`src/rtl/bit_serializer.sv`:
```
// -----------------------------------------------------------------------------
// bit_serializer
// Parallel-to-serial front end for the count-one FSM stage. Words are accepted
// over a valid/ready handshake and shifted out one bit per clock. Idle and gap
// cycles present a constant 0, so a run of ones never spans a word boundary.
//
// Parameters:
//   WIDTH       word width in bits (2..32)
//   LSB_FIRST   0: MSB shifted out first, 1: LSB shifted out first
//   GAP_CYCLES  forced-zero cycles inserted after every word (0..15)
//
// Ports:
//   clk          rising-edge clock
//   rst          synchronous reset, active-high
//   data_in      word to serialize, sampled on handshake
//   valid_in     data_in is valid
//   ready_out    block can accept a word this cycle
//   out          serial bit (0 whenever out_valid is low)
//   out_valid    out carries a data bit this cycle
//   frame_start  first bit of a word
//   frame_end    last bit of a word
// -----------------------------------------------------------------------------
module bit_serializer #(
    parameter int unsigned WIDTH      = 8,
    parameter bit          LSB_FIRST  = 1'b0,
    parameter int unsigned GAP_CYCLES = 0
) (
    input  logic             clk,
    input  logic             rst,
    input  logic [WIDTH-1:0] data_in,
    input  logic             valid_in,
    output logic             ready_out,
    output logic             out,
    output logic             out_valid,
    output logic             frame_start,
    output logic             frame_end
);

    localparam int unsigned CNT_W = $clog2(WIDTH);
    localparam int unsigned GAP_W = 4;
    localparam logic [CNT_W-1:0] LAST_BIT = CNT_W'(WIDTH - 1);
    // Only meaningful when GAP_CYCLES > 0; the GAP state is unreachable otherwise.
    localparam logic [GAP_W-1:0] LAST_GAP = (GAP_CYCLES > 0) ? GAP_W'(GAP_CYCLES - 1) : '0;

    typedef enum logic [1:0] {
        ST_IDLE  = 2'd0,
        ST_SHIFT = 2'd1,
        ST_GAP   = 2'd2
    } state_e;

    state_e             state_q,   state_d;
    logic [WIDTH-1:0]   shreg_q,   shreg_d;
    logic [CNT_W-1:0]   bit_cnt_q, bit_cnt_d;
    logic [GAP_W-1:0]   gap_cnt_q, gap_cnt_d;

    logic is_last;
    logic head_bit;
    logic xfer;

    assign is_last  = (bit_cnt_q == LAST_BIT);
    assign head_bit = LSB_FIRST ? shreg_q[0] : shreg_q[WIDTH-1];
    assign xfer     = valid_in && ready_out;

    // State and datapath registers.
    always_ff @(posedge clk) begin
        if (rst) begin
            state_q   <= ST_IDLE;
            shreg_q   <= '0;
            bit_cnt_q <= '0;
            gap_cnt_q <= '0;
        end else begin
            state_q   <= state_d;
            shreg_q   <= shreg_d;
            bit_cnt_q <= bit_cnt_d;
            gap_cnt_q <= gap_cnt_d;
        end
    end

    // Next-state and datapath update.
    always_comb begin
        state_d   = state_q;
        shreg_d   = shreg_q;
        bit_cnt_d = bit_cnt_q;
        gap_cnt_d = gap_cnt_q;

        case (state_q)
            ST_IDLE: begin
                if (xfer) begin
                    state_d   = ST_SHIFT;
                    shreg_d   = data_in;
                    bit_cnt_d = '0;
                end
            end

            ST_SHIFT: begin
                if (LSB_FIRST) begin
                    shreg_d = {1'b0, shreg_q[WIDTH-1:1]};
                end else begin
                    shreg_d = {shreg_q[WIDTH-2:0], 1'b0};
                end
                bit_cnt_d = bit_cnt_q + CNT_W'(1);

                if (is_last) begin
                    // Back-to-back reload only possible when ready is up here (no gap).
                    if (xfer) begin
                        state_d   = ST_SHIFT;
                        shreg_d   = data_in;
                        bit_cnt_d = '0;
                    end else if (GAP_CYCLES > 0) begin
                        state_d   = ST_GAP;
                        bit_cnt_d = '0;
                        gap_cnt_d = '0;
                    end else begin
                        state_d   = ST_IDLE;
                        bit_cnt_d = '0;
                    end
                end
            end

            ST_GAP: begin
                if (gap_cnt_q == LAST_GAP) begin
                    state_d   = ST_IDLE;
                    gap_cnt_d = '0;
                end else begin
                    gap_cnt_d = gap_cnt_q + GAP_W'(1);
                end
            end

            default: begin
                state_d   = ST_IDLE;
                shreg_d   = '0;
                bit_cnt_d = '0;
                gap_cnt_d = '0;
            end
        endcase
    end

    // Output decode from registered state only; illegal encodings decode to all-zero.
    always_comb begin
        ready_out   = 1'b0;
        out         = 1'b0;
        out_valid   = 1'b0;
        frame_start = 1'b0;
        frame_end   = 1'b0;

        case (state_q)
            ST_IDLE: begin
                ready_out = !rst;
            end

            ST_SHIFT: begin
                out_valid   = 1'b1;
                out         = head_bit;
                frame_start = (bit_cnt_q == '0);
                frame_end   = is_last;
                ready_out   = !rst && (GAP_CYCLES == 0) && is_last;
            end

            default: ;
        endcase
    end

endmodule

```
`config.mk`:
```
export PLATFORM = sky130hd
export DESIGN_NAME = bit_serializer
export DESIGN_NICKNAME = d
export VERILOG_FILES = /design/src/rtl/bit_serializer.sv
export SDC_FILE = /design/constraint.sdc
export NUM_CORES = 1
export LEC_CHECK = 0
export ABC_AREA = 1
export CAP_MARGIN = 20
export CORE_ASPECT_RATIO = 1.4
export CORE_MARGIN = 2
export CORE_UTILIZATION = 35
export DETAILED_ROUTE_END_ITERATION = 12
export GPL_TIMING_DRIVEN = 0
export REMOVE_ABC_BUFFERS = 1
export SLEW_MARGIN = 40
export SYNTH_ARGS = -nofsm -noshare
export SYNTH_HDL_FRONTEND = slang
export SYNTH_SLANG_ARGS = --single-unit
```
`constraint.sdc`:
```
create_clock -name clk -period 3.6 [get_ports clk]
set_input_delay 0.9 -clock clk [delete_from_list [all_inputs] [get_ports clk]]
set_output_delay 0.9 -clock clk [all_outputs]
set_load 0.05 [all_outputs]
```
== After elaboration in Yosys (flattened, before gate mapping) ==
Index checks and enable logic that the tools add are counted.
Storage, ports and cells
  register bits: 17
  bits of input ports: 11
  output and inout port bits: 5
  word-level logic and storage cells: 41
Operators by class
  $add $sub $neg: 2
  equality and inequality tests: 6
  multiplexer cells: 19
  bitwise logic cells: 1
  reductions and logical operators: 9
Operators by type and width (number)
  $mux 8: 3
  $pmux 8 s3: 1
  $pmux 3 s3: 1
  $pmux 4 s2: 1
  $mux 2: 3
  $mux 3: 2
  $ne 2x2->1 const B: 3
  $pmux 2 s3: 1
  $mux 1: 5
  $add 4x1->4 const B: 1
  $logic_not 4->1: 1
  $mux 4: 1
  $add 3x1->3 const B: 1
  $eq 3x3->1 const B: 1
  $logic_not 3->1: 1
  $reduce_and 3->1: 1
  $eq 2x1->1 const B: 1
  $eq 2x2->1 const B: 1
  $logic_and 1x1->1: 2
  $logic_not 2->1: 1
  $pmux 1 s2: 1
  $reduce_and 2->1: 1
  $reduce_or 2->1: 1
  $logic_not 1->1: 1
  $not 1->1: 1

== Depth between registers and ports, before layout ==
Gate-level depths: netlist of run 1.
  depth after elaboration: 7
  gate-level depth with buffers: 9
  gate-level depth less buffers: 9

== Worst setup path after synthesis of run 1 ==
OpenSTA, ideal clock, no wires.
  path type: input port to output port
  from: input port rst
  to: output port ready_out
  arrival: 1.582 ns
  data required time: 2.700 ns
  path slack: 1.118 ns
  stages: 1
  buffers on the path: 0
  path through: nor2_1
On the way
  cells in the longest elaborated chain, start to end: 3
RTL lines
  start: declaration: line 29  | input logic rst,
  $logic_not 1->1 (*): line 148, 156
  $logic_and 1x1->1: line 156  | ready_out = !rst && (GAP_CYCLES == 0) && is_last;
  $pmux 1 s2 (*): line 146  | case (state_q)
  end: declaration: line 32  | output logic ready_out,
Mark *: on every way between the ends. The rest lies on a longest branch, timed or not.

== Worst setup path in the final report of run 1 ==
Ends and elaborated chain as after synthesis.

==> results of run 1 <==
## registers in the layout, indices dropped and copies added, names as in the netlist
name       cells
shreg_q        8
bit_cnt_q      3
state_q        1
## per-layer routing
metal | vias to the layer above | wire, microns | track usage (%)
met5 | - | 0 | 0
met4 | 0 | 42 | 8.57
met3 | 4 | 48 | 2.40
met2 | 13 | 615 | 20.3
met1 | 279 | 606 | 17.9
li1 | 339 | - | -
## stage by stage
stage	worst slack (ns)	utilization [%]	area, sq um
finish	0.277	48.0	853
global placement	0.268	45.9	817
global route	0.216	48.0	853
CTS	0.274	48.0	853
detailed placement	0.271	45.9	817
floorplan	1.12	-	642
## power by group
group / internal, W / switching (W)
registers: 0.000143 / 0.00000790
clock network: 0.0000615 / 0.0000474
logic: 0.0000297 / 0.0000415
## layout make-up
cell class	instances	area (sq um)
multi-input combinational	65	338
clock buffer	4	36.3
tap	20	25.0
timing repair buffer	15	150
inverter	17	63.8
sequential	12	240
fill	192	926
## layout by cell type, fill, tap and decap left out, types with 3 or more instances in the layout
cell type	instances
a21oi_1	4
clkbuf_4	3
clkdlybuf4s50_1	15
dfxtp_1	12
ha_1	3
inv_1	14
inv_2	3
nand2_1	17
nand3_1	8
nand4_1	7
nor2_1	20
## critical path, stage by stage
cell and delay, ns:
clkdlybuf4s50_1 0.52, nor2_1 0.18, clkdlybuf4s50_1 0.82
## cells by family after synthesis
| logic type | Yosys count |
|---|---|
| buf+inv | 20 |
| simple gates | 55 |
| flops | 12 |
| fa+ha+maj | 3 |
| compound gates | 7 |
## worst min-delay path by stage
stage,endpoint,slack [ns],cells past startpoint,startpoint
floorplan,shreg_q[0],0.45,2,shreg_q[0]
global placement,shreg_q[3],0.46,2,shreg_q[3]
detailed placement,shreg_q[0],0.47,2,shreg_q[0]
CTS,shreg_q[0],0.48,2,shreg_q[0]
global route,shreg_q[0],0.50,2,shreg_q[0]
finish,shreg_q[0],0.48,2,shreg_q[0]
==> results.py, run 1 <==
metrics = {
    "status": {
        "outcome": "finished, final reports clean",
    },
    "yosys": {
        "synthAdderAreaFrac_pct": 5.64,
        "synthTopCellsByArea": "dfxtp_1 (36%), nor2_1 (11%), nand2_1 (9.6%), inv_1 (7.9%), nand4_1 (6.6%)",
        "synth_edf_count": 0,
        "synthesis.area_sq_um": 666,
        "synth_cells": 97,
        "synth-compound-area-share_pct": 7.52,
        "yosys-top-cells-count": "nor2_1 (20), nand2_1 (17), inv_1 (14)",
        "muxShareOfSynthArea_pct": 0,
        "synth.most_common_cell": "nor2_1",
        "yosysTopAreaCell": "dfxtp_1",
        "synth_top_family_by_area": "simple AND/OR/NAND/NOR gates",
        "synth_seq_area_share_pct": 36.1,
        "synthXorXnorAreaFrac_pct": 0,
        "yosysWarnings": 0,
        "ys_ff_latch": 12,
        "yosysTopAreaCellShare_pct": 36.1,
        "synth_cell_types": 18,
        "avgSynthCellArea_sq_um": 6.86,
        "synth-simple-area-share_pct": 37.6,
        "ys.flop_type": "dfxtp_1",
        "async_flop_share_pct": 0,
    },
    "floorplan": {
        "start_util_pct": 37.4,
        "io_pins": 16,
        "core-area_sq_mm": 0.00178,
        "die_area_sq_mm": 0.00227,
        "die_h_microns": 55.6,
        "die_width_microns": 40.9,
        "rows": 18,
    },
    "timing": {
        "rsz0062_at_grt": "no",
        "finalMaxSlewViolations": 0,
        "slew_headroom_pct": 67.3,
        "worst_slew_pin_slew_ns": 0.488,
        "fmax_mhz": 301,
        "fin_skew_ns": 0.00721,
        "fin_setup_tns_ns": 0,
        "hold_viol": 0,
        "hold_ws_ns": 0.478,
        "fin_crit_sh_pct": 92.3,
        "final-setup-viol-count": 0,
        "period_needed_ns": 3.32,
    },
    "global_route": {
        "grt_pass1_vias": 537,
        "antenna_found_initial": 0,
        "overflow": 0,
        "grt_pass1_wl_microns": 2220,
        "grt_max_degree": 18,
        "grt_usage_pct": 13.9,
    },
    "clock_network": {
        "ctsLongestPathBuffers": 2,
        "post_cts_buffers": 0,
        "htree_levels": 1,
        "insertion_delay_ns": 0.27,
        "root_buffer": "clkbuf_4",
        "tritoncts": "built",
        "cts_made_buffers": 3,
        "postCtsHoldBufs": 0,
        "clock_sinks": 12,
        "clkTransAtPathRegs_ns": 0.07,
        "cts-resized-gates": 0,
    },
    "pwr": {
        "power_w": 0.000332,
        "powerDensity_mw_per_mm2": 389,
        "power_leakage_nw": 0.408,
        "ir_drop_v": 0.000193,
    },
    "setup_path": {
        "cp.required_ns": 2.70,
        "reg2reg_depth": 8,
        "worstReg2RegEnd": "shreg_q[2]",
        "ff2ff_setup_slack_ns": 2.17,
        "crit_fanout": 6,
        "path_class": "in -> out",
        "r2r_start": "bit_cnt_q[0]",
        "crit_start": "rst",
        "crit_path_start_kind": "input pin",
        "endpoint_kind": "output pin",
        "cp-endpoint": "ready_out",
        "arrival_ns": 2.42,
    },
    "layout": {
        "drive_gt1_share_pct": 9.73,
        "diodes": 0,
        "stdcell_count": 133,
        "syn_to_final_growth_pct": 28.2,
        "layout.nets": 128,
    },
    "routing": {
        "vias": 635,
        "drtIter0Drc": 5,
        "via_per_inst": 4.77,
        "drcViolationCount": 0,
        "wire_per_inst_microns": 9.86,
        "ant_nets": 0,
        "drt-total-wl_microns": 1310,
        "drt-pass1-iter-count": 4,
    },
    "placement": {
        "dp.cells": 129,
        "post-dp-hpwl_microns": 954,
        "gp_congestion": 0.714,
        "port_buffers": 15,
    },
    "job": {
        "max_cap_violations": 0,
    },
    "min_path": {
        "hold_class": "reg -> reg",
    },
}
No activity file was read; power rests on OpenSTA's default activity.
==> run 2: changes to the inputs <==
--- a/config.mk
+++ b/config.mk
@@ -7,11 +7,12 @@
 export LEC_CHECK = 0
 export ABC_AREA = 1
 export CAP_MARGIN = 20
-export CORE_ASPECT_RATIO = 1.4
-export CORE_MARGIN = 2
-export CORE_UTILIZATION = 35
+export CORE_MARGIN = 8
+export CORE_UTILIZATION = 42
 export DETAILED_ROUTE_END_ITERATION = 12
+export GPL_ROUTABILITY_DRIVEN = 0
 export GPL_TIMING_DRIVEN = 0
+export PLACE_DENSITY = 0.69
 export REMOVE_ABC_BUFFERS = 1
 export SLEW_MARGIN = 40
 export SYNTH_ARGS = -nofsm -noshare
==> run 2 against run 1 <==
Compared with the run above:
- final cell count is 3.0% lower
- global-route usage is 5.1 points lower
- sequential share of layout area is 0.17 points higher
- combinational power is 0.6% higher
- die area is 37% higher
- setup slack better by 0.0030 ns
- cell area is 0.59% lower
- clock skew is 0.0064 ns lower
- first-iteration DRC count is 40% higher
- utilization is 9.0 points higher
- register-to-register slack hardly changed
==> results.py, run 2 (synthesis gave the netlist of run 1 again) <==
metrics = {
    "pwr": {
        "p_int_w": 0.000235,
        "power_frac_seq_pct": 46.0,
        "power_frac_clock_pct": 32.3,
        "sw_frac_of_total_pct": 28.8,
        "ir_drop_v": 0.000301,
        "powerDensity_mw_per_mm2": 389,
        "power_leakage_nw": 0.408,
        "comb_power_share_pct": 21.7,
        "switchingPower_w": 0.0000950,
    },
    "layout": {
        "syn_to_final_growth_pct": 27.4,
        "largest_register_ff_count": 8,
        "layout.nets": 128,
        "regArea_sq_um": 240,
        "top_register": "shreg_q",
        "fillers": 142,
        "final_common_cell": "nor2_1",
        "reg.largest.list": "shreg_q x8, bit_cnt_q x3, state_q x1",
        "multi_input_area_sq_um": 338,
        "final_cell_mix": "nor2_1 (20), nand2_1 (17), clkdlybuf4s50_1 (15)",
        "fin_area_sq_um": 848,
        "drive_gt1_share_pct": 9.73,
        "diodes": 0,
    },
    "routing": {
        "drcViolationCount": 0,
        "drt-total-wl_microns": 1400,
        "vias": 626,
        "drt-pass1-iter-count": 4,
        "wire_per_inst_microns": 10.9,
        "via_per_inst": 4.85,
        "drtIter0Drc": 7,
        "ant_nets": 0,
    },
    "clock_network": {
        "tritoncts": "built",
        "postCtsHoldBufs": 0,
        "insertion_delay_ns": 0.27,
        "root_buffer": "clkbuf_4",
        "ctsLongestPathBuffers": 2,
        "clkTransAtPathRegs_ns": 0.07,
        "post_cts_buffers": 0,
        "cts_made_buffers": 3,
        "clock_sinks": 12,
        "htree_levels": 1,
        "cts-resized-gates": 0,
    },
    "timing": {
        "fin_crit_sh_pct": 92.2,
        "final-setup-viol-count": 0,
        "fmax_mhz": 301,
        "finalMaxSlewViolations": 0,
        "hold_ws_ns": 0.476,
        "slew_headroom_pct": 66.6,
        "worst_slew_pin_slew_ns": 0.500,
        "fin_setup_tns_ns": 0,
        "rsz0062_at_grt": "no",
        "fin_skew_ns": 0.000857,
        "period_needed_ns": 3.32,
        "hold_viol": 0,
    },
    "setup_path": {
        "worstReg2RegEnd": "shreg_q[4]",
        "crit_fanout": 6,
        "cp.required_ns": 2.70,
        "ff2ff_setup_slack_ns": 2.18,
        "reg2reg_depth": 9,
        "arrival_ns": 2.42,
        "path_class": "in -> out",
        "r2r_start": "bit_cnt_q[0]",
        "crit_path_start_kind": "input pin",
        "endpoint_kind": "output pin",
    },
    "floorplan": {
        "io_pins": 16,
        "die_width_microns": 55.8,
        "start_util_pct": 44.7,
        "rows": 14,
        "die_area_sq_mm": 0.00311,
        "core-area_sq_mm": 0.00149,
        "die_h_microns": 55.8,
    },
    "job": {
        "max_cap_violations": 0,
    },
    "status": {
        "outcome": "finished, final reports clean",
    },
    "global_route": {
        "overflow": 0,
        "grt_pass1_wl_microns": 2300,
        "grt_pass1_vias": 548,
        "antenna_found_initial": 0,
        "grt_max_degree": 18,
        "grt_usage_pct": 8.84,
    },
    "placement": {
        "post-dp-hpwl_microns": 1030,
        "port_buffers": 15,
        "place_area_sq_um": 812,
    },
    "min_path": {
        "hold_start": "shreg_q[0]",
        "whs_path_depth": 2,
        "hold_class": "reg -> reg",
        "hold_end": "shreg_q[0]",
    },
}
[run 2: cell counts in the layout (fill, tap and decap cells not counted)]
Identical to the previous run, type by type.
[run 2: critical path: stages]
cell,delay [ns]
clkdlybuf4s50_1,0.51
nor2_1,0.18
clkdlybuf4s50_1,0.83
[run 2: layout make-up]
class | instances | share of cell area [%]
Tap cell | 16 | 2.36
Clock buffer | 4 | 4.28
Multi-Input combinational cell | 65 | 39.8
Sequential cell | 12 | 28.3
Timing Repair Buffer | 15 | 17.7
Inverter | 17 | 7.52
[run 2: power groups by stage]
stage	combinational [W]	clock (W)	sequential, W
2_1_floorplan	0.0000432	0	0.000156
3_3_place_gp	0.0000716	0	0.000154
3_5_place_dp	0.0000722	0	0.000155
4_1_cts	0.0000725	0.000110	0.000151
5_1_grt	0.0000802	0.000119	0.000153
6_report	0.0000717	0.000106	0.000151
[run 2: through the flow]
stage / power (W) / setup WS, ns / util, % / cells
5_1_grt: 0.000352 / 0.185 / 57.0 / 129
3_3_place_gp: 0.000226 / 0.259 / 54.5 / 125
6_report: 0.000330 / 0.280 / 57.0 / 129
3_5_place_dp: 0.000227 / 0.287 / 54.5 / 125
4_1_cts: 0.000334 / 0.267 / 57.0 / 129
2_1_floorplan: 0.000199 / 1.12 / - / 94
[run 2: worst max-delay path by stage]
| stage | start | to | slack [ns] | depth (start not counted) |
|---|---|---|---|---|
| after CTS | rst | ready_out | 0.27 | 3 |
| after global placement | rst | ready_out | 0.26 | 3 |
| after global routing | rst | ready_out | 0.18 | 3 |
| after floorplan | rst | ready_out | 1.12 | 1 |
| after detailed placement | rst | ready_out | 0.29 | 3 |
| final | rst | ready_out | 0.28 | 3 |
[run 2: layer usage]
layer	routed length [microns]	vias to the layer above	GRT usage, %
li1	-	338	-
met1	638	276	9.29
met2	677	12	15.2
met3	85	0	5.25
met4	0	0	1.03
met5	0	-	0
==> run 3: changes to the inputs <==
--- a/config.mk
+++ b/config.mk
@@ -12,6 +12,7 @@
 export DETAILED_ROUTE_END_ITERATION = 12
 export GPL_ROUTABILITY_DRIVEN = 0
 export GPL_TIMING_DRIVEN = 0
+export HOLD_SLACK_MARGIN = 0.03
 export PLACE_DENSITY = 0.69
 export REMOVE_ABC_BUFFERS = 1
 export SLEW_MARGIN = 40
==> constraint.sdc (replaced) <==
create_clock -name clk -period 4.2 [get_ports clk]
set_input_delay 1.05 -clock clk [delete_from_list [all_inputs] [get_ports clk]]
set_output_delay 1.05 -clock clk [all_outputs]
set_load 0.05 [all_outputs]
==> results of run 3 <==
The final DEF is identical to that of run 2. Status: finished, final reports clean.
Main changes from that run: setup slack after placement 0.287 ns -> 0.587 ns; setup slack after layout 0.280 ns -> 0.580 ns; register-to-register setup slack 2.18 ns -> 2.78 ns; total power 0.000330 W -> 0.000283 W; worst IR drop on VDD 0.000301 V -> 0.000258 V
